$ cat config.mk
export PLATFORM = sky130hd
export DESIGN_NAME = store_buffer
export DESIGN_NICKNAME = d
export VERILOG_FILES = /design/src/rtl/mips_mem_pkg.sv /design/src/rtl/store_buffer_fifo.sv /design/src/rtl/store_buffer.sv
export SDC_FILE = /design/constraint.sdc
export NUM_CORES = 1
export LEC_CHECK = 0
export ABC_AREA = 1
export CORE_UTILIZATION = 45
export CTS_BUF_LIST = sky130_fd_sc_hd__clkbuf_4
export DETAILED_ROUTE_END_ITERATION = 16
export PLACE_DENSITY = 0.65
export SLEW_MARGIN = 20
export SYNTH_ARGS = -nofsm -noshare
export SYNTH_HDL_FRONTEND = slang
export SYNTH_SLANG_ARGS = --single-unit
$ cat constraint.sdc
create_clock -name clk -period 6.6 [get_ports clk]
set_input_delay 0.66 -clock clk [delete_from_list [all_inputs] [get_ports clk]]
set_output_delay 0.66 -clock clk [all_outputs]
set_load 0.005 [all_outputs]
$ cat src/rtl/mips_mem_pkg.sv
// Shared definitions for the MIPS data-memory path: default widths,
// word-offset handling and the store-buffer entry type.
package mips_mem_pkg;
  localparam int SB_AW       = 32;
  localparam int SB_DW       = 32;
  localparam int WORD_OFFSET = 2;

  typedef struct packed {
    logic [SB_AW-1:0] adr;
    logic [SB_DW-1:0] data;
  } sb_entry_t;

  function automatic logic [SB_AW-1:0] word_addr(input logic [SB_AW-1:0] adr);
    return {adr[SB_AW-1:WORD_OFFSET], {WORD_OFFSET{1'b0}}};
  endfunction
endpackage

$ cat src/rtl/store_buffer_fifo.sv
// Circular store FIFO: pointers, occupancy count and the (unreset) entry array.
// Exposes the head plus every entry with its occupied flag for forwarding.
module store_buffer_fifo
  import mips_mem_pkg::*;
#(
  parameter int DEPTH = 4,
  parameter int AW    = SB_AW,
  parameter int DW    = SB_DW,
  localparam int PW   = $clog2(DEPTH),
  localparam int CW   = PW + 1
) (
  input  logic                      clk,
  input  logic                      reset,
  input  logic                      i_push,
  input  logic                      i_pop,
  input  logic [AW-1:0]             i_adr,
  input  logic [DW-1:0]             i_data,
  output logic [AW-1:0]             o_head_adr,
  output logic [DW-1:0]             o_head_data,
  output logic [DEPTH-1:0][AW-1:0]  o_ent_adr,
  output logic [DEPTH-1:0][DW-1:0]  o_ent_data,
  output logic [DEPTH-1:0]          o_ent_vld,
  output logic [PW-1:0]             o_rd_ptr,
  output logic [CW-1:0]             o_count
);
  logic [PW-1:0]            r_wr_ptr, r_rd_ptr;
  logic [CW-1:0]            r_count;
  logic [DEPTH-1:0][AW-1:0] r_adr;
  logic [DEPTH-1:0][DW-1:0] r_data;

  always_ff @(posedge clk or negedge reset) begin
    if (!reset) begin
      r_wr_ptr <= '0;
      r_rd_ptr <= '0;
      r_count  <= '0;
    end else begin
      if (i_push) r_wr_ptr <= r_wr_ptr + 1'b1;
      if (i_pop)  r_rd_ptr <= r_rd_ptr + 1'b1;
      r_count <= r_count + CW'(i_push) - CW'(i_pop);
    end
  end

  // Payload storage carries no reset; occupancy comes only from the pointers.
  always_ff @(posedge clk) begin
    if (i_push) begin
      r_adr[r_wr_ptr]  <= i_adr;
      r_data[r_wr_ptr] <= i_data;
    end
  end

  for (genvar g = 0; g < DEPTH; g++) begin : g_vld
    logic [PW-1:0] w_off;
    assign w_off        = PW'(g) - r_rd_ptr;
    assign o_ent_vld[g] = {1'b0, w_off} < r_count;
  end

  assign o_head_adr  = r_adr[r_rd_ptr];
  assign o_head_data = r_data[r_rd_ptr];
  assign o_ent_adr   = r_adr;
  assign o_ent_data  = r_data;
  assign o_rd_ptr    = r_rd_ptr;
  assign o_count     = r_count;
endmodule

$ cat src/rtl/store_buffer.sv
// Posted-write buffer between the core data port and data memory, with
// youngest-match load forwarding and a valid/ready drain toward memory.
module store_buffer
  import mips_mem_pkg::*;
#(
  parameter int DEPTH = 4,
  parameter int AW    = SB_AW,
  parameter int DW    = SB_DW
) (
  input  logic                     clk,
  input  logic                     reset,
  input  logic                     cpu_memwrite,
  input  logic                     cpu_memread,
  input  logic [AW-1:0]            cpu_adr,
  input  logic [DW-1:0]            cpu_wdata,
  output logic                     cpu_stall,
  output logic                     cpu_fwd_hit,
  output logic [DW-1:0]            cpu_fwd_data,
  output logic                     mem_wvalid,
  output logic [AW-1:0]            mem_wadr,
  output logic [DW-1:0]            mem_wdata,
  input  logic                     mem_wready,
  output logic [$clog2(DEPTH):0]   sb_count,
  output logic                     sb_empty,
  output logic                     sb_full
);
  localparam int PW = $clog2(DEPTH);

  logic                     w_push, w_pop;
  logic [AW-1:0]            w_wadr;
  logic [DEPTH-1:0][AW-1:0] w_ent_adr;
  logic [DEPTH-1:0][DW-1:0] w_ent_data;
  logic [DEPTH-1:0]         w_ent_vld;
  logic [PW-1:0]            w_rd_ptr;

  assign w_wadr     = {cpu_adr[AW-1:WORD_OFFSET], {WORD_OFFSET{1'b0}}};
  assign sb_empty   = (sb_count == '0);
  assign sb_full    = (sb_count == ($clog2(DEPTH)+1)'(DEPTH));
  assign mem_wvalid = !sb_empty;
  assign w_pop      = mem_wvalid & mem_wready;
  assign w_push     = cpu_memwrite & (!sb_full | w_pop);
  assign cpu_stall  = cpu_memwrite & sb_full & !w_pop;

  store_buffer_fifo #(.DEPTH(DEPTH), .AW(AW), .DW(DW)) u_fifo (
    .clk         (clk),
    .reset       (reset),
    .i_push      (w_push),
    .i_pop       (w_pop),
    .i_adr       (w_wadr),
    .i_data      (cpu_wdata),
    .o_head_adr  (mem_wadr),
    .o_head_data (mem_wdata),
    .o_ent_adr   (w_ent_adr),
    .o_ent_data  (w_ent_data),
    .o_ent_vld   (w_ent_vld),
    .o_rd_ptr    (w_rd_ptr),
    .o_count     (sb_count)
  );

  // Walk entries oldest to youngest so the last match seen is the youngest.
  always_comb begin
    logic [PW-1:0] idx;
    cpu_fwd_hit  = 1'b0;
    cpu_fwd_data = '0;
    idx          = '0;
    if (cpu_memread) begin
      for (int k = 0; k < DEPTH; k++) begin
        idx = w_rd_ptr + PW'(k);
        if (w_ent_vld[idx] &&
            w_ent_adr[idx][AW-1:WORD_OFFSET] == cpu_adr[AW-1:WORD_OFFSET]) begin
          cpu_fwd_hit  = 1'b1;
          cpu_fwd_data = w_ent_data[idx];
        end
      end
    end
  end
endmodule

==> results.cfg, run 1 <==
[grt]
gr-usage-all-layers_pct = 26.2
first_global_vias = 16300
grt_antenna_before_repair = 6
gr-total-overflow = 0
grt_max_degree = 202
grt_pass1_wl_um = 83600

[power_and_ir_drop]
clock_power_share_pct = 15.3
p_seq_share_pct = 25.6
ir_worst_vdd_uv = 337
net_switching_power_mw = 4.52
comb_power_share_pct = 59.1
leakagePower_nw = 9.05
power.internal_mw = 4.75
power.switching_fraction_pct = 48.8
powerDensity_nw_per_um2 = 451

[setup_path]
crit_start = u_fifo.o_rd_ptr[1]
cp-end-kind = output port
worst_setup_path_start_kind = flip-flop
crit-reg2reg-launch = u_fifo.o_count[2]
criticalPathCategory = reg2out
crit_path_arrival_time_ns = 5.59
worst-endpoint-required_ns = 5.94
largest_fanout_on_the_critical_path = 91

[clocking]
tritoncts.num_buffers = 72
cts_root_buf = sky130_fd_sc_hd__clkbuf_4
reg_clk_slew_reported_paths_ns = 0.06
cts-root-to-sink-buffers = 3
cts_num_sinks = 255
post_cts.repair.setup_buffers = 0
cts.htree.levels = 3
cts_resized = 0
hold_buffers = 0
tritoncts = done
later_pin_clock_latency_in_the_skew_report_ns = 0.76

[floorplan]
rows = 72
initial_core_util_pct = 45.9
design.die.area_um2 = 40500
core-area_um2 = 38900
fp.dieH_um = 201
die_x_um = 201
top_level_pins = 173

[sta]
finalCritPeriodShare_pct = 94.7
setup_total_negative_slack_ns = 0
period_minus_slack_ns = 6.25
final_critical_path_setup_slack_ns = 0.353
fmax_mhz = 160
max-slew-margin-rel_pct = 30.1
worstMarginPinSlew_ns = 1.05
grt_setup_unrepaired = false
final-max-slew-violation-count = 0
setup_clock_skew_after_layout_ns = 0.0528
setup_viol_count_final = 0
finalHoldViolCount = 0

[detailed_routing]
routed_wire_length_per_instance_um = 16.6
detail_route.wirelength_um = 53100
post_detailed_route_drc_marker_count = 0
detail_route.vias_per_cell = 5.42
drt_first_pass_iters = 5
final_antenna_net_count = 0
vias = 17400
dr.first_iter.drc_count = 1387

[synthesis]
synth_area_um2 = 17800
synth_cells = 2523
synth_top_flop_cell = sky130_fd_sc_hd__edfxtp_1
netlist-cell-type-count = 33
syn_avg_cell_area_um2 = 7.07
synthesis.yosys.warnings = 0
synth-seq-cells = 255
synth_edf_count = 248
yosysSeqAreaShare_pct = 42.7
asyncSetResetFlopFracSynth_pct = 2.75

[run_status]
run_status = complete, no violations

[placement]
dp_hpwl_um = 32900
dp_worst_setup_slack_ns = 1.21
buffer_ports.inserted = 168
finalWeightedCongestion = 0.877

[layout]
layout-drive-gt1-share_pct = 6.82
area_growth_pct = 15.1
num-nets-final = 2718

[job]
drv_cap = 0

[worst_hold_path]
hold_class = in2async
-- metrics by stage --
| stage | hold slack (ns) | std cells | total power, mW | utilization [%] | area (um^2) |
|---|---|---|---|---|---|
| floorplan | 0.364 | 2524 | 6.18 | - | 17900 |
| global placement | 0.577 | 3082 | 7.71 | 50.5 | 19700 |
| detailed placement | 0.619 | 3082 | 7.83 | 50.5 | 19700 |
| CTS | 0.149 | 3203 | 9.27 | 52.7 | 20500 |
| global route | 0.163 | 3208 | 10.1 | 52.8 | 20500 |
| finish | 0.211 | 3209 | 9.27 | 52.8 | 20500 |
-- power by group through the flow --
stage | combinational (mW) | sequential, mW | clock (mW)
2_1_floorplan | 3.90 | 2.28 | 0
6_report | 5.48 | 2.37 | 1.42
3_3_place_gp | 5.32 | 2.39 | 0
5_1_grt | 6.17 | 2.42 | 1.53
4_1_cts | 5.45 | 2.37 | 1.46
3_5_place_dp | 5.42 | 2.40 | 0
-- synth_stat cells, types with 2 or more instances --
master,instances,share of area (%)
sky130_fd_sc_hd__nand3b_1,2,0.084
sky130_fd_sc_hd__xor2_1,37,1.8
sky130_fd_sc_hd__edfxtp_1,248,42
sky130_fd_sc_hd__buf_4,18,0.76
sky130_fd_sc_hd__buf_1,16,0.34
sky130_fd_sc_hd__buf_6,16,1.0
sky130_fd_sc_hd__nor3_1,2,0.056
sky130_fd_sc_hd__inv_1,248,5.2
sky130_fd_sc_hd__inv_2,12,0.25
sky130_fd_sc_hd__nand2_1,963,20
sky130_fd_sc_hd__nor2_1,47,0.99
sky130_fd_sc_hd__ha_1,10,0.70
sky130_fd_sc_hd__nor2_2,3,0.11
sky130_fd_sc_hd__o21ai_0,298,8.4
sky130_fd_sc_hd__dfrtp_1,7,0.98
sky130_fd_sc_hd__a21oi_1,33,0.93
sky130_fd_sc_hd__and2_1,3,0.11
sky130_fd_sc_hd__clkbuf_1,50,1.1
sky130_fd_sc_hd__buf_2,57,1.6
sky130_fd_sc_hd__nor2_4,4,0.25
sky130_fd_sc_hd__nand4_1,42,1.5
sky130_fd_sc_hd__or2_2,9,0.32
sky130_fd_sc_hd__o211ai_1,22,0.93
sky130_fd_sc_hd__o21ai_1,57,1.6
sky130_fd_sc_hd__nand3_1,311,8.7
-- per-layer routing --
layer  GRT usage [%]  part of all wire [%]  up-vias
li1                -                     -     8577
met5               0                 0.055        -
met2            42.8                    46      650
met4            11.0                   3.0        4
met3            4.86                   7.5      110
met1            34.0                    43     8047
-- area by class of cell --
class / count / area (um^2)
clock buffer: 110 / 826
sequential: 255 / 7630
multi-input combinational: 1851 / 8450
timing repair buffer: 197 / 1950
clock inverter: 11 / 42.5
tap: 518 / 648
fill: 3813 / 18400
inverter: 261 / 985
antenna: 6 / 15.0
-- state kept, by name, indices dropped and copies added, names as in the netlist --
name,count
u_fifo.o_rd_ptr,2
u_fifo.r_wr_ptr,2
u_fifo.o_ent_data,128
u_fifo.o_count,3
u_fifo.o_ent_adr,120
-- critical path, stage by stage (launching register included) --
cell and delay (ns):
sky130_fd_sc_hd__dfrtp_4 0.79, sky130_fd_sc_hd__inv_4 0.51, sky130_fd_sc_hd__nand2_1 0.17, sky130_fd_sc_hd__nand2_4 0.11, sky130_fd_sc_hd__buf_4 0.77, sky130_fd_sc_hd__nand2_1 0.14, sky130_fd_sc_hd__nand2_1 0.14, sky130_fd_sc_hd__xor2_1 0.16
sky130_fd_sc_hd__nand2_1 0.08, sky130_fd_sc_hd__nor2_1 0.27, sky130_fd_sc_hd__nand2_1 0.08, sky130_fd_sc_hd__nor2_1 0.13, sky130_fd_sc_hd__nand3_2 0.07, sky130_fd_sc_hd__buf_4 0.33, sky130_fd_sc_hd__nand2_1 0.18, sky130_fd_sc_hd__inv_1 0.05
sky130_fd_sc_hd__a21oi_1 0.24, sky130_fd_sc_hd__clkdlybuf4s50_1 0.57
-- layout by cell type, fill, tap and decap left out, types with 2 or more instances in the layout --
cell                              synthesis  layout
sky130_fd_sc_hd__nand2_1                963     962
sky130_fd_sc_hd__nand3_1                311     310
sky130_fd_sc_hd__o21ai_0                298     298
sky130_fd_sc_hd__inv_1                  248     248
sky130_fd_sc_hd__edfxtp_1               248     248
sky130_fd_sc_hd__clkdlybuf4s50_1          0     168
sky130_fd_sc_hd__clkbuf_4                 0     110
sky130_fd_sc_hd__o21ai_1                 57      57
sky130_fd_sc_hd__nor2_1                  47      43
sky130_fd_sc_hd__nand4_1                 42      42
sky130_fd_sc_hd__xor2_1                  37      37
sky130_fd_sc_hd__a21oi_1                 33      33
sky130_fd_sc_hd__buf_4                   18      25
sky130_fd_sc_hd__o211ai_1                22      22
sky130_fd_sc_hd__inv_2                   12      14
sky130_fd_sc_hd__ha_1                    10      10
sky130_fd_sc_hd__or2_2                    9       9
sky130_fd_sc_hd__nor2_4                   4       8
sky130_fd_sc_hd__clkinv_1                 0       7
sky130_fd_sc_hd__diode_2                  0       6
sky130_fd_sc_hd__dfrtp_1                  7       5
sky130_fd_sc_hd__buf_12                   0       4
sky130_fd_sc_hd__and2_1                   3       3
sky130_fd_sc_hd__nor2_2                   3       3
sky130_fd_sc_hd__nor3_1                   2       2
sky130_fd_sc_hd__inv_4                    1       2
sky130_fd_sc_hd__nand2_4                  0       2
sky130_fd_sc_hd__nand3b_1                 2       2
sky130_fd_sc_hd__nand3_2                  1       2
sky130_fd_sc_hd__conb_1                   1       2
sky130_fd_sc_hd__dfrtp_4                  0       2
-- cell families after synthesis --
logic type,share of synthesized area [%]
buf+inv,10.3
xor+xnor,1.86
flops,42.7
fa+ha+maj,0.813
compound gates,11.9
simple gates,32.4
other cells,0.0210
-- worst paths after layout --
path,cells past startpoint,slack [ns],to
max,17,0.35,cpu_fwd_data[25]
min,1,0.21,u_fifo.r_wr_ptr[0]
max reg2reg,6,3.35,u_fifo.o_ent_data[71]
min reg2reg,2,0.62,u_fifo.r_wr_ptr[1]
max in group asynchronous,1,6.11,u_fifo.o_rd_ptr[0]
min in group clk,1,0.57,u_fifo.o_ent_data[125]
Note: power is estimated with default switching activity, not from simulation.
==> inputs of run 2 (changes only) <==
Settings changed: SYNTH_HIERARCHICAL from default to 1.
==> run 2 against run 1 <==
  * Register-to-register slack gained 0.35 ns
  * Largest power group unchanged
  * Final cell count rose by 22%
  * Count of clock-buffer cells in the layout is 6 lower
  * Largest cell class unchanged
  * Design area up 12%
  * Total power rose by 15%
  * Area after synthesis is 13% higher
==> results.cfg, run 2 <==
[detailed_routing]
final_antenna_net_count = 0
detail_route.vias_per_cell = 5.33
post_detailed_route_drc_marker_count = 0
dr.first_iter.drc_count = 1942
vias = 20900
detail_route.wirelength_um = 65300
routed_wire_length_per_instance_um = 16.7
drt_first_pass_iters = 6

[setup_path]
critPathTopFamily = buffers and inverters
crit_slowest_cell = sky130_fd_sc_hd__nand2_2
crit_path_cell_trace = buf_16 > nand2_1 > nand2_4 > buf_4 > o21ai_0 > or2_2 > nand4_1 > nor2_1 > nand2_1 > nor2_1 > nand2_2 > buf_4 > o21ai_1 > a21oi_1 > clkdlybuf4s50_1
criticalPathCategory = reg2out
worst-endpoint-required_ns = 5.94
worst_setup_path_start_kind = flip-flop
crit_start = u_fifo/o_rd_ptr[0]
largest_fanout_on_the_critical_path = 224
slowest_delay_ns = 0.66
cp-end-kind = output port
crit-reg2reg-launch = u_fifo/o_count[2]
reg2reg_setup_slack_ns = 3.70
crit_path_arrival_time_ns = 5.59
cp.buffers_inverters = 4

[floorplan]
core-area_um2 = 44300
top_level_pins = 173
die_x_um = 214
initial_core_util_pct = 45.7
design.die.area_um2 = 45800
rows = 77
fp.dieH_um = 214

[clocking]
cts-root-to-sink-buffers = 3
cts.htree.levels = 3
tritoncts = done
cts_num_sinks = 263
later_pin_clock_latency_in_the_skew_report_ns = 0.81
reg_clk_slew_reported_paths_ns = 0.06
tritoncts.num_buffers = 76
cts_root_buf = sky130_fd_sc_hd__clkbuf_4

[power_and_ir_drop]
ir_worst_vdd_uv = 341
comb_power_share_pct = 63.1
clock_power_share_pct = 13.8
p_seq_share_pct = 23.1
power.switching_fraction_pct = 51.6
powerDensity_nw_per_um2 = 466
leakagePower_nw = 10.8
power.internal_mw = 5.17
total_power_mw = 10.7
net_switching_power_mw = 5.51

[placement]
dp_hpwl_um = 41800
finalWeightedCongestion = 0.939
buffer_ports.inserted = 170

[sta]
period_minus_slack_ns = 6.25
setup_clock_skew_after_layout_ns = 0.0270
finalHoldViolCount = 0
final-max-slew-violation-count = 0
max-slew-margin-rel_pct = 29.6
setup_total_negative_slack_ns = 0
fmax_mhz = 160
finalCritPeriodShare_pct = 94.6
setup_viol_count_final = 0
grt_setup_unrepaired = false
worstMarginPinSlew_ns = 1.06

[layout]
postLayoutCoreUtil_pct = 51.8
area_growth_pct = 13.4
mostFrequentLayoutCells = sky130_fd_sc_hd__nand2_1, sky130_fd_sc_hd__o21ai_0, sky130_fd_sc_hd__nand3_1
layout-drive-gt1-share_pct = 5.27
leading_cell_type_in_the_layout_fill_and_taps_excluded = sky130_fd_sc_hd__nand2_1
num-nets-final = 3343

[synthesis]
syn_avg_cell_area_um2 = 6.40
synth_top_flop_cell = sky130_fd_sc_hd__edfxtp_1
asyncSetResetFlopFracSynth_pct = 2.66
synth.most_common_cell = sky130_fd_sc_hd__nand2_1
synthesis.yosys.warnings = 6
synth_area_um2 = 20200
synth_top_area_cell = sky130_fd_sc_hd__edfxtp_1
synth_edf_count = 256
synthTopCellsByCount = sky130_fd_sc_hd__nand2_1, sky130_fd_sc_hd__o21ai_0, sky130_fd_sc_hd__nand3_1
synth_cells = 3163
yosysSeqAreaShare_pct = 38.9
area_share_of_the_largest_cell_type_after_synthesis_pct = 38.0
synth-seq-cells = 263
netlist-cell-type-count = 35
synth.area.top_cells = sky130_fd_sc_hd__edfxtp_1, sky130_fd_sc_hd__nand2_1, sky130_fd_sc_hd__o21ai_0

[job]
drv_cap = 0

[worst_hold_path]
hold_class = in2async

[grt]
first_global_vias = 19100
gr-usage-all-layers_pct = 28.1
gr-total-overflow = 0
grt_antenna_before_repair = 5
grt_pass1_wl_um = 102000
grt_max_degree = 225

[run_status]
run_status = complete, no violations
## run 2: per-stage QoR
step	area, um^2	std cells	setup slack, ns	hold WS (ns)
after floorplan	20300	3170	3.25	0.364
after global routing	22900	3914	0.0151	0.113
after detailed placement	22000	3777	1.17	0.519
after global placement	22000	3777	1.21	0.514
final	22900	3914	0.354	0.125
after CTS	22900	3911	0.264	0.0653
## run 2: worst reg2reg max path: stages (launching register included)
cell	delay, ns
sky130_fd_sc_hd__dfrtp_1	0.46
sky130_fd_sc_hd__nor3b_1	0.19
sky130_fd_sc_hd__nand2_1	0.09
sky130_fd_sc_hd__nand2_1	0.05
sky130_fd_sc_hd__inv_1	0.18
sky130_fd_sc_hd__nand2_1	0.10
sky130_fd_sc_hd__inv_2	0.74
sky130_fd_sc_hd__buf_4	0.69
## run 2: metal layers
metal / GRT usage, % / wire, um / vias to the layer above
met5: 0 / 31 / -
met4: 11.8 / 1900 / 4
met3: 5.01 / 5600 / 142
met2: 43.4 / 28700 / 861
met1: 38.7 / 29000 / 9480
li1: - / - / 10400
## run 2: timing repair
item,4_1_cts,5_1_grt
setup buffers,0,0
endpoints found under the setup margin,0,9
hold buffers,0,0
gates resized for setup,0,3
## run 2: power by group through the flow
stage	Sequential [mW]	Combinational [mW]	Clock, mW
floorplan	2.39	4.70	0
global placement	2.48	6.51	0
detailed placement	2.49	6.65	0
CTS	2.45	6.68	1.52
global route	2.49	7.55	1.62
finish	2.46	6.74	1.47
## run 2: area by class of cell
type,count,area (um^2)
Antenna cell,3,7.51
Timing Repair Buffer,204,2020
Clock buffer,104,781
Inverter,230,873
Tap cell,592,741
Multi-Input combinational cell,2488,10500
Sequential cell,263,7870
Clock inverter,30,130
Fill cell,4497,21400
## run 2: path summary, 6_finish.rpt
| check | endpoint | cells after the start |
|---|---|---|
| max | cpu_fwd_data[15] | 15 |
| min | u_fifo/o_count[2] | 1 |
| max reg2reg | u_fifo/o_ent_data[105] | 7 |
| min reg2reg | u_fifo/r_wr_ptr[0] | 1 |
| max in group asynchronous | u_fifo/o_rd_ptr[0] | 1 |
| min in group clk | u_fifo/o_ent_data[120] | 1 |
## run 2: cells by family after synthesis
| family | synth area share [%] |
|---|---|
| buf+inv | 9.34 |
| xor+xnor | 0.519 |
| simple gates | 40.2 |
| compound gates | 10.3 |
| flops | 38.9 |
| fa+ha+maj | 0.717 |
| other cells | 0.0185 |
